[config.mk]
export PLATFORM = sky130hd
export DESIGN_NAME = ad2s1210_read_scheduler
export DESIGN_NICKNAME = d
export VERILOG_FILES = /design/src/rtl/ad2s1210_read_scheduler.sv
export SDC_FILE = /design/constraint.sdc
export NUM_CORES = 1
export LEC_CHECK = 0
export CAP_MARGIN = 15
export CORE_MARGIN = 2
export CORE_UTILIZATION = 56
export CTS_CLUSTER_SIZE = 10
export DETAILED_ROUTE_END_ITERATION = 10
export PLACE_DENSITY = 0.81
export SLEW_MARGIN = 20
export SYNTH_ARGS = -nofsm -noshare
export SYNTH_HDL_FRONTEND = slang
export SYNTH_SLANG_ARGS = --single-unit
export TNS_END_PERCENT = 30
[constraint.sdc]
create_clock -name clock -period 7.2 [get_ports clock]
set_clock_uncertainty 0.2 [all_clocks]
set_input_delay 0.72 -clock clock [delete_from_list [all_inputs] [get_ports clock]]
set_output_delay 0.72 -clock clock [all_outputs]
set_load 0.02 [all_outputs]
[src/rtl/ad2s1210_read_scheduler.sv]
`default_nettype none
// ============================================================================
// ad2s1210_read_scheduler : timed/triggered angle+speed read sequencer
// Revision 1.0
// ============================================================================
module ad2s1210_read_scheduler #(
  parameter int COUNTER_WIDTH = 32,
  parameter int TIMEOUT_WIDTH = 16
) (
  input  logic                     clock,
  input  logic                     reset,
  input  logic                     enable,
  input  logic                     trigger_mode,
  input  logic                     external_trigger,
  input  logic [COUNTER_WIDTH-1:0] period,
  input  logic [7:0]               speed_ratio,
  input  logic [TIMEOUT_WIDTH-1:0] timeout,
  input  logic                     read_done,
  input  logic                     clear_faults,
  output logic                     read_angle,
  output logic                     read_speed,
  output logic                     busy,
  output logic                     overrun,
  output logic [15:0]              overrun_count,
  output logic                     timeout_fault
);

  localparam logic [1:0] S_IDLE      = 2'd0;
  localparam logic [1:0] S_WAIT_TICK = 2'd1;
  localparam logic [1:0] S_ISSUE     = 2'd2;
  localparam logic [1:0] S_WAIT_DONE = 2'd3;

  logic [1:0]               state_q, state_d;
  logic [COUNTER_WIDTH-1:0] timer_q, timer_d;
  logic [COUNTER_WIDTH-1:0] period_eff, timer_last;
  logic [TIMEOUT_WIDTH-1:0] to_q, to_d;
  logic [7:0]               k_q, k_d, sr_q, k_eff;
  logic                     ext_q, ext_prev_q;
  logic                     overrun_q, overrun_d;
  logic                     tof_q, tof_d;
  logic [15:0]              ovc_q, ovc_d;
  logic                     running, tick, to_hit, drop, speed_slot;

  assign period_eff = (period < COUNTER_WIDTH'(2)) ? COUNTER_WIDTH'(2) : period;
  assign timer_last = period_eff - COUNTER_WIDTH'(1);
  assign running    = (state_q != S_IDLE);
  assign tick       = running && (trigger_mode ? (ext_q && !ext_prev_q)
                                               : (timer_q >= timer_last));
  assign to_hit     = (state_q == S_WAIT_DONE) && (timeout != '0) &&
                      (to_q == timeout - TIMEOUT_WIDTH'(1));
  assign drop       = tick && ((state_q == S_ISSUE) ||
                               ((state_q == S_WAIT_DONE) && !read_done));
  // a new ratio restarts the angle/speed pattern from its first slot
  assign k_eff      = (speed_ratio != sr_q) ? 8'd0 : k_q;
  assign speed_slot = (speed_ratio != 8'd0) && (k_eff == speed_ratio - 8'd1);

  always_ff @(posedge clock) begin
    if (!reset) begin
      state_q    <= S_IDLE;
      timer_q    <= '0;
      to_q       <= '0;
      k_q        <= 8'd0;
      sr_q       <= 8'd0;
      ext_q      <= 1'b0;
      ext_prev_q <= 1'b0;
      overrun_q  <= 1'b0;
      ovc_q      <= 16'd0;
      tof_q      <= 1'b0;
    end else begin
      state_q    <= state_d;
      timer_q    <= timer_d;
      to_q       <= to_d;
      k_q        <= k_d;
      sr_q       <= speed_ratio;
      ext_q      <= external_trigger;
      ext_prev_q <= ext_q;
      overrun_q  <= overrun_d;
      ovc_q      <= ovc_d;
      tof_q      <= tof_d;
    end
  end

  always_comb begin
    state_d = state_q;
    case (state_q)
      S_IDLE:      if (enable) state_d = S_WAIT_TICK;
      S_WAIT_TICK: begin
        if (!enable)   state_d = S_IDLE;
        else if (tick) state_d = S_ISSUE;
      end
      S_ISSUE:     state_d = S_WAIT_DONE;
      S_WAIT_DONE: begin
        if (read_done || to_hit) begin
          if (!enable)                 state_d = S_IDLE;
          else if (read_done && tick)  state_d = S_ISSUE;
          else                         state_d = S_WAIT_TICK;
        end
      end
      default:     state_d = S_IDLE;
    endcase
  end

  always_comb begin
    timer_d = '0;
    if (running && (state_d != S_IDLE) && !trigger_mode && (timer_q < timer_last))
      timer_d = timer_q + COUNTER_WIDTH'(1);

    to_d = '0;
    if (state_q == S_WAIT_DONE)
      to_d = to_q + TIMEOUT_WIDTH'(1);

    k_d = k_eff;
    if (state_q == S_ISSUE)
      k_d = ((k_eff + 8'd1) >= speed_ratio) ? 8'd0 : (k_eff + 8'd1);
    if (state_d == S_IDLE)
      k_d = 8'd0;

    // a fault event outranks a simultaneous clear
    overrun_d = overrun_q;
    ovc_d     = ovc_q;
    if (drop) begin
      overrun_d = 1'b1;
      if (clear_faults)          ovc_d = 16'd1;
      else if (ovc_q != 16'hFFFF) ovc_d = ovc_q + 16'd1;
    end else if (clear_faults) begin
      overrun_d = 1'b0;
      ovc_d     = 16'd0;
    end

    tof_d = tof_q;
    if (to_hit && !read_done) tof_d = 1'b1;
    else if (clear_faults)    tof_d = 1'b0;
  end

  always_comb begin
    read_angle = 1'b0;
    read_speed = 1'b0;
    busy       = 1'b0;
    if (state_q == S_ISSUE) begin
      busy       = 1'b1;
      read_speed = speed_slot;
      read_angle = !speed_slot;
    end else if (state_q == S_WAIT_DONE) begin
      busy = 1'b1;
    end
  end

  assign overrun       = overrun_q;
  assign overrun_count = ovc_q;
  assign timeout_fault = tof_q;

endmodule
`default_nettype wire

# Yosys cells after proc, flatten, opt, wreduce, memory -nomap -nowiden
# Cells that the tools add are included.
# W data, S select, Z words.
totals:
  ff_bits: 86
  latchBits: 0
  ram_bits: 0
  romBits: 0
  n_memories: 0
classes:
  add_sub_neg: 7
  mul: 0
  div: 0
  n_lt_le_gt_ge: 4
  n_eq_ne: 7
  n_shift: 0
  n_mux: 23
  n_bitwise: 1
  reduce_logical: 31
ops:
  columns: ["operator", "n"]
  rows:
  - ["$mux W16", 4]
  - ["$add A16 B1 Y16 const B", 2]
  - ["$add A32 B1 Y32 const B", 1]
  - ["$ge A32 B32 Y1", 1]
  - ["$lt A32 B2 Y1 const B", 1]
  - ["$lt A32 B32 Y1", 1]
  - ["$mux W32", 1]
  - ["$sub A32 B1 Y32 const B", 1]
  - ["$mux W8", 3]
  - ["$eq A16 B16 Y1", 1]
  - ["$ne A16 B16 Y1 const B", 1]
  - ["$reduce_bool A16 Y1", 1]
  - ["$sub A16 B1 Y16 const B", 1]
  - ["$logic_and A1 B1 Y1", 12]
  - ["$mux W2", 6]
  - ["$reduce_bool A2 Y1", 5]
  - ["$add A8 B1 Y8 const B", 1]
  - ["$eq A8 B8 Y1", 1]
  - ["$ge A8 B8 Y1", 1]
  - ["$mux W1", 8]
  - ["$ne A8 B8 Y1", 1]
  - ["$pmux W2 S4", 1]
  - ["$reduce_bool A8 Y1", 1]
  - ["$sub A8 B1 Y8 const B", 1]
  - ["other kinds (8)", 16]

# Longest topological paths before layout
# Gate-level depths: netlist of the first run.
logic_depth:
  word_depth: 16
  mapped_depth: 23

# Worst setup path after synthesis of the first run
# OpenSTA, ideal clock, no wires.
synth_path:
  kind: "input -> register"
  start: "in period[26]"
  end: "reg ovc_q[0], in the netlist overrun_count[0]"
  setup_time_ns: 0.115
  arrival_time_ns: 5.520
  slack_ns: 1.366
  cell_stages: 23
  path_cell_list: "or4_1 > or4b_2 > nor4_1 > nand2b_1 > ha_1 > nand2b_1 > nor2_1 > nand2_1 > nor2_1 > nand2_1 > nor4_1 > xnor2_1 > ha_1 > nand4_1 > nor3_1 > a211oi_1 > and4_1 > o21ai_0 > o21bai_1 > clkbuf_1 > clkbuf_1 > a21oi_1 > o21a_1"
synth_via:
  elab_chain_cells: 9
  elab_cells_between_ends: 10
synth_rtl:
  columns: ["element", "line_no", "source"]
  rows:
  - ["start, declared", "15", "input logic [COUNTER_WIDTH-1:0] period,"]
  - ["$lt A32 B2 Y1", "44", "assign period_eff = (period < COUNTER_WIDTH'(2)) ? COUNTER_WIDTH'(2) : period;"]
  - ["$mux W32 *", "44", null]
  - ["$sub A32 B1 Y32 *", "45", "assign timer_last = period_eff - COUNTER_WIDTH'(1);"]
  - ["$ge A32 B32 Y1 *", "48", ": (timer_q >= timer_last));"]
  - ["$mux W1 *", "47", "assign tick = running && (trigger_mode ? (ext_q && !ext_prev_q)"]
  - ["$logic_and A1 B1 Y1 *", "47", null]
  - ["$logic_and A1 B1 Y1 *", "51", "assign drop = tick && ((state_q == S_ISSUE) ||"]
  - ["$reduce_bool A2 Y1 (no line)", null, null]
  - ["$reduce_and A2 Y1 (no line)", null, null]
  - ["end signal, assigned", "78", "ovc_q <= ovc_d;"]
  - ["end, declared", "41", "logic [15:0] ovc_q, ovc_d;"]
# Mark *: on every way between the ends. The rest lies on a longest branch, timed or not.
# A chain may end at the register's enable or synchronous reset.

# Worst setup path after layout of the first run
layout_path:
  start: "in period[26]"
  end: "reg ovc_q[13], in the netlist overrun_count[13]"
# Same word-level chain as after synthesis.

==> metrics, run 1 <==
outcome finished, final reports clean; number of global-route vias before repair 5,737; Post-synth ARST share 0; Root Buffer clkbuf_8; Synth Cell Area 6200 µm²; Critical-path top delay cell or4b_2; clk sinks 86; worst hold margin 0.265 ns; power density over the cells 140 nW/µm²; gr usage total 0.261; met1 Use GR 0.311; Hold-fix buffers, CTS 0; Iteration-0 DRC Markers 361; Syn. warnings 0; Startpoint Class input pin; global route total overflow 0; vias per inst 5.96; r2r endpoint k_q[7]$_SDFF_PP0_; worst IR drop on VDD 0.000111 V; # DRC 0; CTS resizes 0; Routed WL per cell 15.3 µm; number of synthesized flops with an enable pin 0; WP data required 7.28 ns; Slew HR 0.440; Slew Viols, Final 0; # IOs 84; post-synthesis average cell area 7.95 µm²; Worst-Margin Slew 0.837 ns; top cells by area, synth dfxtp_1, xnor2_1, ha_1, nor2_1, xor2_1; Synth Flop Type dfxtp_1; grt met2 use 0.465; # rows 38; top cells by count, synth nor2_1, dfxtp_1, xnor2_1; RR Startpoint sr_q[2]$_SDFF_PN0_; total power 0.00103 W; Post-CTS Setup Inserts 0; largest family of logic cells by synthesized area simple AND/OR/NAND/NOR gates; syn_nets 890; PortBufs 83; final setup violation count 0; largest net degree at the start of global routing 33; Synth area leader dfxtp_1; Crit. Startpoint period[26]; Max Root-Sink Buffers 2; GR peak layer met2; worst path arrival time 6.71 ns; max-cap viol count 0; initial antenna violation count 0; Antenna Violating Nets Remaining 0; met3 Use GR 0.0514; Max stage delay on crit path 0.64 ns; Fin Setup TNS 0 ns; post-synthesis sequential area ratio 0.278; layout cells sized above 1 0.0363; post-synthesis adder-cell area fraction 0.0948; Die Wd 109 µm; Max Fclk 151 MHz; Worst-path clk slew 0.08 ns; RSZ-0062 raised after global routing no; Tmin final 6.63 ns; post-synthesis xor/xnor area fraction 0.151; drt first pass iters 5; Synth Register Bits 86; Hold Crit Class reg -> reg; final hold vios 0; Yosys cell types 65; area grow syn2layout 18.5%; CP Capture Type flip-flop; Leakage Power 2.55 nW; Detailed Route WL 15,100 µm; gpl congestion 0.897; Fill cells 865; R2R setup slack 2.81 ns; crit path cell chain clkdlybuf4s50_1 -> or4_1 -> or4b_2 -> nor4_1 -> nand2b_1 -> ha_1 -> nand2b_1 -> nor2_1 -> nand2_1 -> nor2_1 -> nand2_1 -> nor4_1 -> xnor2_1 -> ha_1 -> nand4_1 -> nor3_1 -> and4_1 -> inv_1 -> o21ai_0 -> o21bai_1 -> buf_4 -> or4_1 -> a21oi_1; CP endpoint overrun_count[13]$_SDFFE_PN0P_; Num CTS Buffers 9; Worst path top cell family by delay simple AND/OR/NAND/NOR gates; Compound-Gate Fraction of Synth Area 0.126; Yosys top cell area share 0.278; Antenna diodes 0; WP buf/inv 3; critical path class in -> reg; most common cell in the synthesized netlist nor2_1; Synth Area in Simple Gates 0.310; latest clock arrival within the worst-skew pair 0.36 ns; vias 5,919; period utilization 0.921; initial core utilization 0.572; Crit Path Max Fanout 32; Reg2Reg Depth 16; first-pass GRT wire length 25,300 µm; Critical Path Stages 23; CTS HTree Levels 3; core area 10,800 µm²; Layout Nets 958; Syn Inst Count 780; TritonCTS clock tree built; DP Wirelength 11,600 µm; DIE HEIGHT 109 µm; die area 11,900 µm²; final core occ 0.678; multiplexer share of the synthesized area 0.00504
[area by class of cell]
| cell class | instances | area [µm²] | area share |
|---|---|---|---|
| clock inverters | 5 | 106 | 0.0145 |
| flip-flops and latches | 86 | 1720 | 0.234 |
| clock buffers | 11 | 141 | 0.0192 |
| repair buffers | 85 | 846 | 0.115 |
| multi-input cells | 641 | 4270 | 0.580 |
| well taps | 140 | 175 | 0.0238 |
| inverters | 25 | 93.8 | 0.0128 |
[stage by stage]
step / instance area, µm² / cells / setup slack (ns)
floorplan: 6200 / 780 / 1.37
global placement: 7100 / 977 / 0.575
detailed placement: 7100 / 977 / 0.260
CTS: 7350 / 993 / 0.614
global route: 7350 / 993 / 0.0328
finish: 7350 / 993 / 0.570
[power by group]
| part | switching [W] | internal, W | leakage [nW] |
|---|---|---|---|
| Clock | 0.000176 | 0.000241 | 0.120 |
| Sequential | 0.00000256 | 0.000479 | 0.695 |
| Combinational | 0.0000651 | 0.0000658 | 1.74 |
[worst min path at each step]
stage	end	slack, ns	from	cells past startpoint
after global routing	ext_prev_q$_SDFF_PN0_	0.30	ext_q$_SDFF_PN0_	1
after global placement	ext_prev_q$_SDFF_PN0_	0.25	ext_q$_SDFF_PN0_	1
final	ext_prev_q$_SDFF_PN0_	0.26	ext_q$_SDFF_PN0_	1
after detailed placement	ext_prev_q$_SDFF_PN0_	0.25	ext_q$_SDFF_PN0_	1
after CTS	ext_prev_q$_SDFF_PN0_	0.27	ext_q$_SDFF_PN0_	1
after floorplan	ext_prev_q$_SDFF_PN0_	0.23	ext_q$_SDFF_PN0_	1
[placed cells by master (no fill, tap or decap), types with 3 or more instances in the layout]
cell / instances
o21ai_0: 34
o31ai_1: 5
a21o_1: 4
o21bai_1: 3
or4_1: 15
o21a_1: 4
or3_1: 19
and4_1: 5
nor4_1: 13
and2_1: 19
a22o_1: 4
clkdlybuf4s50_1: 83
or4b_2: 3
nand2_1: 48
and3_1: 25
xnor2_1: 74
xor2_1: 33
nand2b_1: 11
a211oi_1: 3
or4_4: 3
o211ai_1: 4
nor3_1: 28
nor2_1: 92
clkbuf_8: 10
a21oi_1: 36
or2_2: 4
nand4b_1: 3
ha_1: 47
dfxtp_1: 86
inv_1: 25
nand3_1: 36
bufinv_16: 3
nor2b_1: 8
nand4_1: 20
[per-layer routing]
metal	wire, µm	part of all wire
met2	7490	0.49
met1	6540	0.43
met4	330	0.022
met5	0	0
met3	781	0.052
[registers in the layout (all words and copies together) (netlist names)]
signal	count
state_q	2
overrun	1
timeout_fault	1
timer_q	32
ext_q	1
overrun_count	16
ext_prev_q	1
to_q	16
sr_q	8
k_q	8
[cell families after synthesis]
group,count (synthesis)
mux,3
flops,86
buf+inv,53
simple gates,362
fa+ha+maj,47
compound gates,122
xor+xnor,107
(Power assumes the default switching activity.)
==> run 2, diff against run 1 <==
--- a/config.mk
+++ b/config.mk
@@ -5,6 +5,7 @@
 export SDC_FILE = /design/constraint.sdc
 export NUM_CORES = 1
 export LEC_CHECK = 0
+export ABC_CLOCK_PERIOD_IN_PS = 7200
 export CAP_MARGIN = 15
 export CORE_MARGIN = 2
 export CORE_UTILIZATION = 56
==> results of run 2 <==
Same layout as run 1: the final DEF is identical, and so are final timing and power.
==> run 3, diff against run 2 <==
--- a/config.mk
+++ b/config.mk
@@ -12,7 +12,7 @@
 export CTS_CLUSTER_SIZE = 10
 export DETAILED_ROUTE_END_ITERATION = 10
 export PLACE_DENSITY = 0.81
-export SLEW_MARGIN = 20
+export SLEW_MARGIN = 40
 export SYNTH_ARGS = -nofsm -noshare
 export SYNTH_HDL_FRONTEND = slang
 export SYNTH_SLANG_ARGS = --single-unit
==> run 3 against run 2 <==
Global-route usage did not move. Non-clock buffer count unchanged. Clock-buffer cell count stayed put. Sequential share of layout area about the same. First-iteration DRC count grew 14%. Worst hold slack hardly changed. Final area about the same.
==> metrics, run 3 (synthesis results as in run 1) <==
outcome finished, final reports clean; most common cell after layout, fill and taps aside nor2_1; # rows 38 (unchanged); total power 0.00103 W (about the same); Antenna diodes 0 (unchanged); cell count of the worst hold path 1 (unchanged); CTS resizes 0 (unchanged); Max Fclk 151 MHz (+0.33%); largest net degree at the start of global routing 33 (unchanged); initial core utilization 0.572 (unchanged); Fin Setup TNS 0 ns (unchanged); Detailed Route WL 15,100 µm (-0.20%); gr usage total 0.261 (unchanged); r2r endpoint k_q[7]$_SDFF_PP0_; vias 5,895 (-0.41%); DIE HEIGHT 109 µm (unchanged); sequential share of power 0.468 (about the same); Leakage Power 2.55 nW (about the same); latest clock arrival within the worst-skew pair 0.36 ns (about the same); Post-CTS Setup Inserts 0 (unchanged); Die Wd 109 µm (unchanged); Num CTS Buffers 9 (unchanged); TritonCTS clock tree built; Worst-path clk slew 0.09 ns (about the same); hold_sp ext_q$_SDFF_PN0_; gpl congestion 0.897 (unchanged); Tmin final 6.61 ns (-0.0220 ns); Switching Fraction 0.237 (+0.000358); worst IR drop on VDD 0.000112 V (+0.27%); Root Buffer clkbuf_8; initial antenna violation count 0 (unchanged); final setup violation count 0 (unchanged); Worst-Margin Slew 0.723 ns (-0.114 ns); most frequent cells in the layout nor2_1, dfxtp_1, clkdlybuf4s50_1; Biggest register timer_q; die area 11,900 µm² (unchanged); Slew Viols, Final 0 (unchanged); final hold vios 0 (unchanged); Max Root-Sink Buffers 2 (unchanged); Startpoint Class input pin; max-cap viol count 0 (unchanged); DP Wirelength 11,600 µm (unchanged); Layout Nets 958 (unchanged); Antenna Violating Nets Remaining 0 (unchanged); vias per inst 5.94 (-0.41%); core area 10,800 µm² (unchanged); Iteration-0 DRC Markers 412 (+14%); NetSw 0.000244 W (+0.15%); critical path class in -> reg; Hold Crit Endpoint ext_prev_q$_SDFF_PN0_; Int Pwr 0.000785 W (about the same); CTS HTree Levels 3 (unchanged); Routed WL per cell 15.2 µm (-0.20%); Hold-fix buffers, CTS 0 (unchanged); Final WS setup 0.593 ns (+0.0220 ns); CP Capture Type flip-flop; PortBufs 83 (unchanged); Clk network pwr share 0.405 (about the same); first-pass GRT wire length 25,300 µm (unchanged); Crit Path Max Fanout 32 (unchanged); # DRC 0 (unchanged); area grow syn2layout 18.4% (about the same); layout cells sized above 1 0.0375 (+0.00117); Hold Crit Class reg -> reg; R2R setup slack 2.82 ns (about the same); Slew HR 0.516 (+0.0760); RSZ-0062 raised after global routing no; clk sinks 86 (unchanged); worst slack, placed 0.260 ns (unchanged); Reg2Reg Depth 16 (unchanged); power density over the cells 140 nW/µm² (about the same); # IOs 84 (unchanged); max FFs per register 32 (unchanged); drt first pass iters 5 (unchanged); Comb pwr share 0.127 (about the same); period utilization 0.918 (-0.00306); worst path arrival time 6.70 ns (about the same); WP data required 7.29 ns (about the same); RR Startpoint sr_q[2]$_SDFF_PN0_; number of global-route vias before repair 5,737 (unchanged); global route total overflow 0 (unchanged)
## run 3: worst max path at each step
stage | startpoint | endpoint | slack, ns
2_1_floorplan | period[26] | overrun_count[0]$_SDFFE_PN0P_ | 1.37
3_3_place_gp | period[25] | overrun_count[9]$_SDFFE_PN0P_ | 0.58
3_5_place_dp | period[26] | overrun_count[9]$_SDFFE_PN0P_ | 0.26
4_1_cts | period[26] | overrun_count[13]$_SDFFE_PN0P_ | 0.61
5_1_grt | period[26] | overrun_count[15]$_SDFFE_PN0P_ | 0.04
6_report | period[26] | overrun_count[13]$_SDFFE_PN0P_ | 0.59
## run 3: final cells by class
cell class,count,area [µm²]
Multi-Input combinational cell,641,4270
Timing Repair Buffer,85,841
Sequential cell,86,1720
Inverter,25,93.8
Clock inverter,5,106
Clock buffer,11,141
Fill cell,866,3500
Tap cell,140,175
## run 3: layer usage
metal	part of all wire	vias up	track usage
li1	-	2915	-
met1	0.43	2776	0.311
met2	0.50	167	0.465
met3	0.052	37	0.0514
met4	0.022	0	0.0931
met5	0	-	0
## run 3: power groups by stage
stage | combinational (W) | clock [W] | sequential, W
floorplan | 0.0000659 | 0 | 0.000492
global placement | 0.000123 | 0 | 0.000492
detailed placement | 0.000128 | 0 | 0.000493
CTS | 0.000130 | 0.000422 | 0.000481
global route | 0.000143 | 0.000444 | 0.000482
finish | 0.000130 | 0.000417 | 0.000481
## run 3: per-stage QoR
step / util / instance area [µm²] / hold WS (ns) / std cells
after floorplan: - / 6200 / 0.230 / 780
after global placement: 0.655 / 7100 / 0.254 / 977
after detailed placement: 0.655 / 7100 / 0.252 / 977
after CTS: 0.678 / 7350 / 0.268 / 993
after global routing: 0.678 / 7340 / 0.298 / 993
final: 0.678 / 7340 / 0.264 / 993
## run 3: critical path, cell delays in order
cell	delay, ns
clkdlybuf4s50_1	0.44
or4_1	0.59
or4b_2	0.64
nor4_1	0.41
nand2b_1	0.20
ha_1	0.19
nand2b_1	0.14
nor2_1	0.18
nand2_1	0.16
nor2_1	0.20
nand2_1	0.15
nor4_1	0.29
xnor2_1	0.12
ha_1	0.31
nand4_1	0.13
nor3_1	0.24
and4_1	0.21
inv_1	0.05
o21ai_0	0.33
o21bai_1	0.14
buf_4	0.23
or4_1	0.49
a21oi_1	0.14
